--- config.mk ---
export PLATFORM = sky130hd
export DESIGN_NAME = uart_cmd_parser_flat
export DESIGN_NICKNAME = d
export VERILOG_FILES = /design/src/rtl/uart_cmd_parser_if.sv /design/src/rtl/uart_cmd_parser.sv /design/src/flat_wrapper.sv
export SDC_FILE = /design/constraint.sdc
export NUM_CORES = 1
export LEC_CHECK = 0
export BUFFER_PORTS_ARGS = -buffer_cell sky130_fd_sc_hd__buf_4
export CORE_UTILIZATION = 30
export CTS_BUF_LIST = sky130_fd_sc_hd__clkbuf_4
export DETAILED_ROUTE_END_ITERATION = 10
export GPL_TIMING_DRIVEN = 0
export SYNTH_ARGS = -nofsm -noshare
export SYNTH_HDL_FRONTEND = slang
export SYNTH_SLANG_ARGS = --single-unit
--- constraint.sdc ---
create_clock -name clk -period 4.5 [get_ports clk]
set_clock_uncertainty 0.2 [all_clocks]
set_input_delay 0.675 -clock clk [delete_from_list [all_inputs] [get_ports clk]]
set_output_delay 0.675 -clock clk [all_outputs]
set_load 0.1 [all_outputs]
--- src/rtl/uart_cmd_parser_if.sv ---
// Byte-stream input and command/error outputs of the UART command parser.
// The master side feeds receiver bytes in; the slave side is the parser.
interface uart_cmd_parser_if;
  logic [7:0]  rx_data;
  logic        rx_valid;
  logic [7:0]  cmd_code;
  logic [15:0] cmd_arg;
  logic        cmd_valid;
  logic        cmd_err;
  logic [1:0]  err_code;
  logic        busy;

  modport master (
    output rx_data, rx_valid,
    input  cmd_code, cmd_arg, cmd_valid, cmd_err, err_code, busy
  );

  modport slave (
    input  rx_data, rx_valid,
    output cmd_code, cmd_arg, cmd_valid, cmd_err, err_code, busy
  );
endinterface

--- src/rtl/uart_cmd_parser.sv ---
// Assembles "$<letter><0..MAX_DIGITS digits><CR|LF>" frames from the UART byte
// stream into command/argument pairs; rejects malformed or stalled frames.
module uart_cmd_parser #(
  parameter int CLK_FREQ   = 1_000_000,
  parameter int TIMEOUT_MS = 100,
  parameter int MAX_DIGITS = 5
) (
  input logic            clk,
  input logic            reset,
  uart_cmd_parser_if.slave bus
);
  localparam int TIMEOUT_CYCLES = CLK_FREQ / 1000 * TIMEOUT_MS;
  localparam int CW = $clog2(TIMEOUT_CYCLES);
  localparam int DW = $clog2(MAX_DIGITS + 1);

  localparam logic [1:0] E_BAD_CMD  = 2'd0;
  localparam logic [1:0] E_BAD_CHAR = 2'd1;
  localparam logic [1:0] E_OVERFLOW = 2'd2;
  localparam logic [1:0] E_TIMEOUT  = 2'd3;

  typedef enum logic [1:0] {IDLE, CMD, ARG} state_t;

  state_t        state_q, state_d;
  logic [7:0]    pend_q, pend_d;
  logic [15:0]   acc_q, acc_d;
  logic [DW-1:0] ndig_q, ndig_d;
  logic [CW-1:0] cnt_q, cnt_d;
  logic [7:0]    code_q, code_d;
  logic [15:0]   arg_q, arg_d;
  logic          vld_q, vld_d;
  logic          err_q, err_d;
  logic [1:0]    ecode_q, ecode_d;

  logic [7:0]  rx;
  logic        rv;
  logic        is_dollar, is_upper, is_lower, is_letter, is_digit, is_eol;
  logic        tmo, ovf;
  logic [19:0] prod;

  assign rx        = bus.rx_data;
  assign rv        = bus.rx_valid;
  assign is_dollar = (rx == 8'h24);
  assign is_upper  = (rx >= 8'h41) && (rx <= 8'h5A);
  assign is_lower  = (rx >= 8'h61) && (rx <= 8'h7A);
  assign is_letter = is_upper || is_lower;
  assign is_digit  = (rx >= 8'h30) && (rx <= 8'h39);
  assign is_eol    = (rx == 8'h0D) || (rx == 8'h0A);

  // Expiry fires on the edge where the idle count would reach TIMEOUT_CYCLES-1;
  // a byte in that same cycle takes priority because every use is gated by !rv.
  assign tmo  = (cnt_q == CW'(TIMEOUT_CYCLES - 2));
  assign prod = {4'd0, acc_q} * 20'd10 + {16'd0, rx[3:0]};
  assign ovf  = (ndig_q == DW'(MAX_DIGITS)) || (prod > 20'd65535);

  // State register
  always_ff @(posedge clk or negedge reset) begin
    if (!reset) state_q <= IDLE;
    else        state_q <= state_d;
  end

  // Next-state and frame datapath
  always_comb begin
    state_d = state_q;
    pend_d  = pend_q;
    acc_d   = acc_q;
    ndig_d  = ndig_q;
    cnt_d   = (state_q == IDLE || rv || tmo) ? '0 : cnt_q + 1'b1;
    case (state_q)
      IDLE: if (rv && is_dollar) state_d = CMD;
      CMD: begin
        if (rv) begin
          if (is_letter) begin
            state_d = ARG;
            pend_d  = is_upper ? rx : rx - 8'h20;
            acc_d   = '0;
            ndig_d  = '0;
          end else if (!is_dollar) begin
            state_d = IDLE;
          end
        end else if (tmo) begin
          state_d = IDLE;
        end
      end
      ARG: begin
        if (rv) begin
          if (is_digit) begin
            if (ovf) state_d = IDLE;
            else begin
              acc_d  = prod[15:0];
              ndig_d = ndig_q + 1'b1;
            end
          end else if (is_dollar) begin
            state_d = CMD;
          end else begin
            state_d = IDLE;
          end
        end else if (tmo) begin
          state_d = IDLE;
        end
      end
      default: state_d = IDLE;
    endcase
  end

  // Output decode: pulses and the visible command/error registers
  always_comb begin
    vld_d   = 1'b0;
    err_d   = 1'b0;
    ecode_d = ecode_q;
    code_d  = code_q;
    arg_d   = arg_q;
    case (state_q)
      CMD: begin
        if (rv) begin
          if (!is_letter && !is_dollar) begin
            err_d   = 1'b1;
            ecode_d = E_BAD_CMD;
          end
        end else if (tmo) begin
          err_d   = 1'b1;
          ecode_d = E_TIMEOUT;
        end
      end
      ARG: begin
        if (rv) begin
          if (is_digit) begin
            if (ovf) begin
              err_d   = 1'b1;
              ecode_d = E_OVERFLOW;
            end
          end else if (is_eol) begin
            vld_d  = 1'b1;
            code_d = pend_q;
            arg_d  = acc_q;
          end else if (!is_dollar) begin
            err_d   = 1'b1;
            ecode_d = E_BAD_CHAR;
          end
        end else if (tmo) begin
          err_d   = 1'b1;
          ecode_d = E_TIMEOUT;
        end
      end
      default: ;
    endcase
  end

  always_ff @(posedge clk or negedge reset) begin
    if (!reset) begin
      pend_q  <= '0;
      acc_q   <= '0;
      ndig_q  <= '0;
      cnt_q   <= '0;
      code_q  <= '0;
      arg_q   <= '0;
      vld_q   <= 1'b0;
      err_q   <= 1'b0;
      ecode_q <= '0;
    end else begin
      pend_q  <= pend_d;
      acc_q   <= acc_d;
      ndig_q  <= ndig_d;
      cnt_q   <= cnt_d;
      code_q  <= code_d;
      arg_q   <= arg_d;
      vld_q   <= vld_d;
      err_q   <= err_d;
      ecode_q <= ecode_d;
    end
  end

  assign bus.cmd_code  = code_q;
  assign bus.cmd_arg   = arg_q;
  assign bus.cmd_valid = vld_q;
  assign bus.cmd_err   = err_q;
  assign bus.err_code  = ecode_q;
  assign bus.busy      = (state_q != IDLE);
endmodule
--- src/flat_wrapper.sv ---
// flat-port wrapper written by rule: the top's interface ports become plain ports
module uart_cmd_parser_flat 
#(
  parameter int CLK_FREQ   = 1_000_000,
  parameter int TIMEOUT_MS = 100,
  parameter int MAX_DIGITS = 5
)
  (clk, reset, bus_rx_data, bus_rx_valid, bus_cmd_code, bus_cmd_arg, bus_cmd_valid, bus_cmd_err, bus_err_code, bus_busy);
  uart_cmd_parser_if bus_i ();
  input logic clk;
  input logic reset;
  input wire logic [$bits(bus_i.rx_data)-1:0] bus_rx_data;
  input wire logic [$bits(bus_i.rx_valid)-1:0] bus_rx_valid;
  output wire logic [$bits(bus_i.cmd_code)-1:0] bus_cmd_code;
  output wire logic [$bits(bus_i.cmd_arg)-1:0] bus_cmd_arg;
  output wire logic [$bits(bus_i.cmd_valid)-1:0] bus_cmd_valid;
  output wire logic [$bits(bus_i.cmd_err)-1:0] bus_cmd_err;
  output wire logic [$bits(bus_i.err_code)-1:0] bus_err_code;
  output wire logic [$bits(bus_i.busy)-1:0] bus_busy;
  assign bus_i.rx_data = bus_rx_data;
  assign bus_i.rx_valid = bus_rx_valid;
  assign bus_cmd_code = bus_i.cmd_code;
  assign bus_cmd_arg = bus_i.cmd_arg;
  assign bus_cmd_valid = bus_i.cmd_valid;
  assign bus_cmd_err = bus_i.cmd_err;
  assign bus_err_code = bus_i.err_code;
  assign bus_busy = bus_i.busy;
  uart_cmd_parser #(.CLK_FREQ(CLK_FREQ), .TIMEOUT_MS(TIMEOUT_MS), .MAX_DIGITS(MAX_DIGITS)) u_core (.clk(clk), .reset(reset), .bus(bus_i));
endmodule
==> out/metrics.cfg, run 1 <==
[floorplanning]
ioPinCount = 40
die-area_sq_mm = 0.0171
row_count = 46
core_region_area_sq_mm = 0.0161
die_x_um = 131
initial_utilization = 0.310
die_h_um = 131

[global_route]
maximum_number_of_pins_on_one_net_before_global_route_repair = 75
use_met2 = 0.264
grt.total_usage = 0.153
via_count_of_the_first_global_routing_pass = 4238
grt_pass1_wl_um = 20700
initial_antenna_violation_count = 1
met3_usage = 0.0309
gr-usage-met1 = 0.188
globalRoute.busiestLayer = met2
grt_overflow_total = 0

[cells_and_area]
layout.cells.most_common_list = dfrtp_1 (72), nand2_1 (48), buf_4 (45)
stdcell_area_sq_mm = 0.00575
finish.utilization = 0.358
final_common_cell = dfrtp_1
finish.net_count = 638
drive_gt1_frac = 0.184
syn_to_final_growth_pct = 15.6

[critical_path]
timing.critical_path.max_delay_family = simple AND/OR/NAND/NOR gates
worst_r2r_endpoint = u_core.acc_q[11]
crit_arrival_ps = 4450
worst_setup_path_startpoint = u_core.acc_q[3]
cpPeakStageDelay_ps = 590
worst_r2r_startpoint = u_core.acc_q[3]
worstPathRequired_ps = 4700
cp.buffers_inverters = 1
reg2reg_depth = 13
worstSetupEndpointType = flop
rrSetupSlack_ps = 250
crit_fanout = 8
crit_type = reg -> reg
critical_path.startpoint_type = flop
slowest_cell_on_crit_path = fa_2
critical_path.cell_chain = ha_1, ha_1, fa_2, nand3_1, a2111oi_4, o211ai_1, nor4_4, buf_4, nand3b_4, nor4b_4, o21ai_4, or4b_1, nand3_1

[timing]
final-setup-viol-count = 0
rsz0062_at_grt = false
setup_tns_ps = 0
worstMarginPinSlew_ps = 985
final.period_utilization = 0.944
period_minus_slack_ps = 4250
report.final.hold_viol_count = 0
final-max-slew-violation-count = 0
fmaxAchievable_ghz = 0.235
max-slew-margin-rel = 0.343

[placement]
routabilityCongestion = 0.804
area_after_dpl_sq_mm = 0.00553
place.port_buffers = 38
dpl.hpwl_um = 9090

[worst_hold_path]
timing.hold.worst.class = in -> async

[drt]
dr.first_iter.drc_count = 180
routed_via_density = 5.20
drt_pass1_iterations = 4
post_drt_wl_per_cell_um = 15.4
detailroute.via_count = 4184
wl_um = 12400
ant_nets = 0
post-route-drc-count = 0

[power_and_ir_drop]
power.static_leakage_nw = 2.70
power_per_cell_area_mw_per_mm2 = 223
finalPower_mw = 1.28
vdd.ir_drop.worst_mv = 0.132

[clock_tree]
path_clk_slew_ps = 140
clk-insertion-delay-late_ps = 450
total_cts_buffers = 9
cts_tree = done
tritoncts_sinks = 74
h-tree-depth = 3
clock_buffer_depth = 2
cts_root_buf = clkbuf_4

[yosys]
seq_area_frac_synth = 0.372
mappedNetlistNets = 583
synth_edf_count = 0
warnings_synthesis = 0
syn_avg_cell_area_sq_um = 9.43
syn-cell-area_sq_mm = 0.00498
synth_seq_cells = 74
synthCells = 528
postSynth.asyncResetShare = 1.00
ys_types = 66
synth_ff_type = dfrtp_1

[run_status]
run_status = complete, no violations

[flow_run]
maxCapViolations = 0

## stage by stage
stage | worst slack (ps) | std cells | hold slack [ps]
final | 251 | 805 | 156
after global routing | 35.1 | 805 | 219
after CTS | 37.7 | 798 | 192
after detailed placement | 74.7 | 782 | 292
after global placement | 161 | 782 | 283
after floorplan | 557 | 528 | 179
## worst max path at each step
| stage | endpoint | cells after the start | slack, ps |
|---|---|---|---|
| after floorplan | u_core.acc_q[11] | 12 | 560 |
| after global placement | u_core.acc_q[11] | 12 | 160 |
| after detailed placement | u_core.acc_q[7] | 13 | 70 |
| after CTS | u_core.acc_q[7] | 13 | 40 |
| after global routing | u_core.acc_q[13] | 13 | 40 |
| final | u_core.acc_q[11] | 13 | 250 |
## cell usage after synthesis, types with 8 or more instances
cell type  instances  area, sq um
ha_1              42          526
nor2_1            37          139
xor2_1            17          149
a21o_1            10         75.1
nand4_1           10         62.6
dfrtp_1           74         1850
o21ai_0           18         90.1
mux2_2            30          338
inv_1             17         63.8
nand3_1           39          195
clkbuf_1          20         75.1
o211ai_1          11         82.6
xnor2_1           14          123
or3_1              8         50.1
nor3_1             9         45.0
nand2_1           48          180
a21oi_1           25          125
## per-layer routing
metal	up-vias	wire [um]
met3	20	410
met2	77	6120
met1	2043	5610
met4	0	233
met5	-	0
li1	2044	-
## where the power goes
| group | switching (mW) | internal, mW | total, mW |
|---|---|---|---|
| Clock | 0.260 | 0.119 | 0.380 |
| Combinational | 0.145 | 0.0532 | 0.198 |
| Sequential | 0.0154 | 0.689 | 0.704 |
| Total | 0.421 | 0.862 | 1.28 |
## what timing repair did
| action | CTS | global route |
|---|---|---|
| endpoints found under the setup margin | 0 | 23 |
| resized for setup | 0 | 11 |
| hold buffers | 0 | 0 |
| setup buffers | 0 | 6 |
## registers in the layout, indices dropped and copies added, names as in the netlist
register              count
u_core.cnt_q             17
u_core.acc_q             16
u_core.bus.cmd_arg       16
u_core.bus.cmd_code       8
u_core.pend_q             8
u_core.ndig_q             3
u_core.bus.err_code       2
u_core.state_q            2
u_core.bus.cmd_err        1
u_core.bus.cmd_valid      1
## cells by family after synthesis
family | share of synthesized area
compound gates | 0.147
xor+xnor | 0.0545
fa+ha+maj | 0.114
buf+inv | 0.0347
flops | 0.372
mux | 0.0699
simple gates | 0.208
## area by class of cell
class | instances | area (sq um)
Clock inverter | 6 | 41.3
Tap cell | 216 | 270
Antenna cell | 1 | 2.50
Sequential cell | 74 | 1850
Fill cell | 1627 | 10300
Inverter | 17 | 63.8
Buffer | 27 | 114
Timing Repair Buffer | 44 | 330
Clock buffer | 10 | 75.1
Multi-Input combinational cell | 410 | 3000
Note: power is estimated with default switching activity, not from simulation.
==> run 2, diff against run 1 <==
Settings changed: CORE_ASPECT_RATIO set to 2.
==> out/metrics.cfg, run 2 (synthesis results as in run 1) <==
[placement]
dp_slack_ps = -212  ; was 74.7 ps
routabilityCongestion = 0.846  ; was 0.804
area_after_dpl_sq_mm = 0.00552  ; was 0.00553 sq mm
dpl.hpwl_um = 10600  ; was 9090 um
place.port_buffers = 38  ; unchanged

[critical_path]
slowest_cell_on_crit_path = or4b_1  ; was fa_2
rrSetupSlack_ps = 120  ; was 250 ps
crit_fanout = 8  ; unchanged
worstPathRequired_ps = 4690  ; was 4700 ps
critical_path_cell_count = 12  ; was 13
cp.buffers_inverters = 1  ; unchanged
critical_path.startpoint_type = flop  ; unchanged
cpPeakStageDelay_ps = 580  ; was 590 ps
worstSetupEndpointType = flop  ; unchanged
critical_path.cell_chain = ha_1, ha_1, a21oi_2, a21oi_1, or2_0, clkbuf_1, o41ai_4, nand3_1, nor4b_4, o21ai_4, or4b_1, nand3_1  ; was ha_1, ha_1, fa_2, nand3_1, a2111oi_4, o211ai_1, nor4_4, buf_4, nand3b_4, nor4b_4, o21ai_4, or4b_1, nand3_1
timing.critical_path.max_delay_family = simple AND/OR/NAND/NOR gates  ; unchanged
crit_arrival_ps = 4570  ; was 4450 ps
reg2reg_depth = 12  ; was 13
crit_type = reg -> reg  ; unchanged

[floorplanning]
ioPinCount = 40  ; unchanged
die_x_um = 93.1  ; was 131 um
core_region_area_sq_mm = 0.0163  ; was 0.0161 sq mm
die_h_um = 184  ; was 131 um
initial_utilization = 0.306  ; was 0.310
row_count = 66  ; was 46
die-area_sq_mm = 0.0171  ; about the same

[cells_and_area]
registers.top_by_ff_count = u_core.cnt_q  ; unchanged
layout.cells.most_common_list = dfrtp_1 (73), nand2_1 (48), ha_1 (42)  ; was dfrtp_1 (72), nand2_1 (48), buf_4 (45)
stdcell_area_sq_mm = 0.00574  ; was 0.00575 sq mm
finish.net_count = 633  ; was 638
drive_gt1_frac = 0.180  ; was 0.184
largest_register_ff_count = 17  ; unchanged
final_common_cell = dfrtp_1  ; unchanged
finish.utilization = 0.353  ; was 0.358
syn_to_final_growth_pct = 15.3  ; was 15.6%

[global_route]
via_count_of_the_first_global_routing_pass = 4477  ; was 4,238
grt_overflow_total = 0  ; unchanged
initial_antenna_violation_count = 1  ; unchanged
grt.total_usage = 0.166  ; was 0.153
grt_pass1_wl_um = 21900  ; was 20,700 um
maximum_number_of_pins_on_one_net_before_global_route_repair = 75  ; unchanged

[clock_tree]
total_cts_buffers = 9  ; unchanged
cts_tree = done  ; unchanged
path_clk_slew_ps = 140  ; about the same
clk-insertion-delay-late_ps = 450  ; about the same
cts_root_buf = clkbuf_4  ; unchanged
h-tree-depth = 3  ; unchanged
tritoncts_sinks = 74  ; unchanged
clock_buffer_depth = 2  ; unchanged
cts-hold-fix-buffers = 0  ; unchanged

[drt]
ant_nets = 0  ; unchanged
post-route-drc-count = 0  ; unchanged
routed_via_density = 5.45  ; was 5.20
detailroute.via_count = 4298  ; was 4,184
dr.first_iter.drc_count = 148  ; was 180
wl_um = 13800  ; was 12,400 um
post_drt_wl_per_cell_um = 17.5  ; was 15.4 um
drt_pass1_iterations = 7  ; was 4

[run_status]
run_status = complete, no violations  ; unchanged

[power_and_ir_drop]
power.static_leakage_nw = 2.67  ; was 2.70 nW
finalPower_mw = 1.34  ; was 1.28 mW
power_per_cell_area_mw_per_mm2 = 233  ; was 223 mW/mm^2
vdd.ir_drop.worst_mv = 0.244  ; was 0.132 mV

[timing]
worstMarginPinSlew_ps = 958  ; was 985 ps
period_minus_slack_ps = 4380  ; was 4250 ps
fin_hold_ws_ps = 152  ; was 156 ps
final.period_utilization = 0.973  ; was 0.944
rsz0062_at_grt = false  ; unchanged
final-setup-viol-count = 0  ; unchanged
final-max-slew-violation-count = 0  ; unchanged
max-slew-margin-rel = 0.362  ; was 0.343
report.final.hold_viol_count = 0  ; unchanged
final_critical_path_setup_slack_ps = 122  ; was 251 ps
fmaxAchievable_ghz = 0.228  ; was 0.235 GHz

[flow_run]
maxCapViolations = 0  ; unchanged

[worst_hold_path]
timing.hold.worst.class = in -> async  ; unchanged

[run 2: cell types whose count changed in the layout (fill, tap and decap cells not counted), moves of 2 or more]
cell / change
buf_4: -5
clkbuf_4: -2
buf_2: +2
clkinv_4: +2
[run 2: cell type report]
class | count | area, sq um
fillers | 1608 | 10500
repair buffers | 39 | 293
diodes | 1 | 2.50
clock buffers | 10 | 75.1
multi-input cells | 410 | 3020
plain buffers | 27 | 109
flip-flops and latches | 74 | 1850
inverters | 17 | 63.8
well taps | 204 | 255
clock inverters | 6 | 67.6
[run 2: final timing paths]
kind | end | start
worst max-delay path | u_core.acc_q[11] | u_core.acc_q[3]
worst min-delay path | u_core.bus.cmd_arg[0] | reset
worst max register to register | u_core.acc_q[11] | u_core.acc_q[3]
worst min register to register | u_core.pend_q[5] | u_core.pend_q[5]
max in group asynchronous | u_core.cnt_q[10] | reset
min in group clk | u_core.pend_q[5] | u_core.pend_q[5]
[run 2: per-stage QoR]
step | instances | TNS, ps
final | 788 | 0
after detailed placement | 770 | -1570
after floorplan | 528 | 0
after CTS | 787 | 0
after global routing | 788 | 0
after global placement | 770 | -903
[run 2: what timing repair did]
action | 4_1_cts | 5_1_grt
pin swaps | 1 | 3
setup buffers | 1 | 0
endpoints found under the setup margin | 22 | 23
resized for setup | 4 | 8
[run 2: report_power, final]
| part | switching [mW] | internal, mW | total (mW) |
|---|---|---|---|
| clock | 0.255 | 0.176 | 0.431 |
| combinational | 0.146 | 0.0529 | 0.199 |
| sequential | 0.0154 | 0.689 | 0.704 |
[run 2: routing by layer]
layer  wire [um]  part of all wire  global-route usage  vias to the layer above
li1            -                 -                   -                     2034
met1        4440              0.32               0.142                     2106
met2        8050              0.58               0.335                      105
met3         325             0.024              0.0219                       53
met4         987             0.072               0.121                        0
met5           0                 0                   0                        -
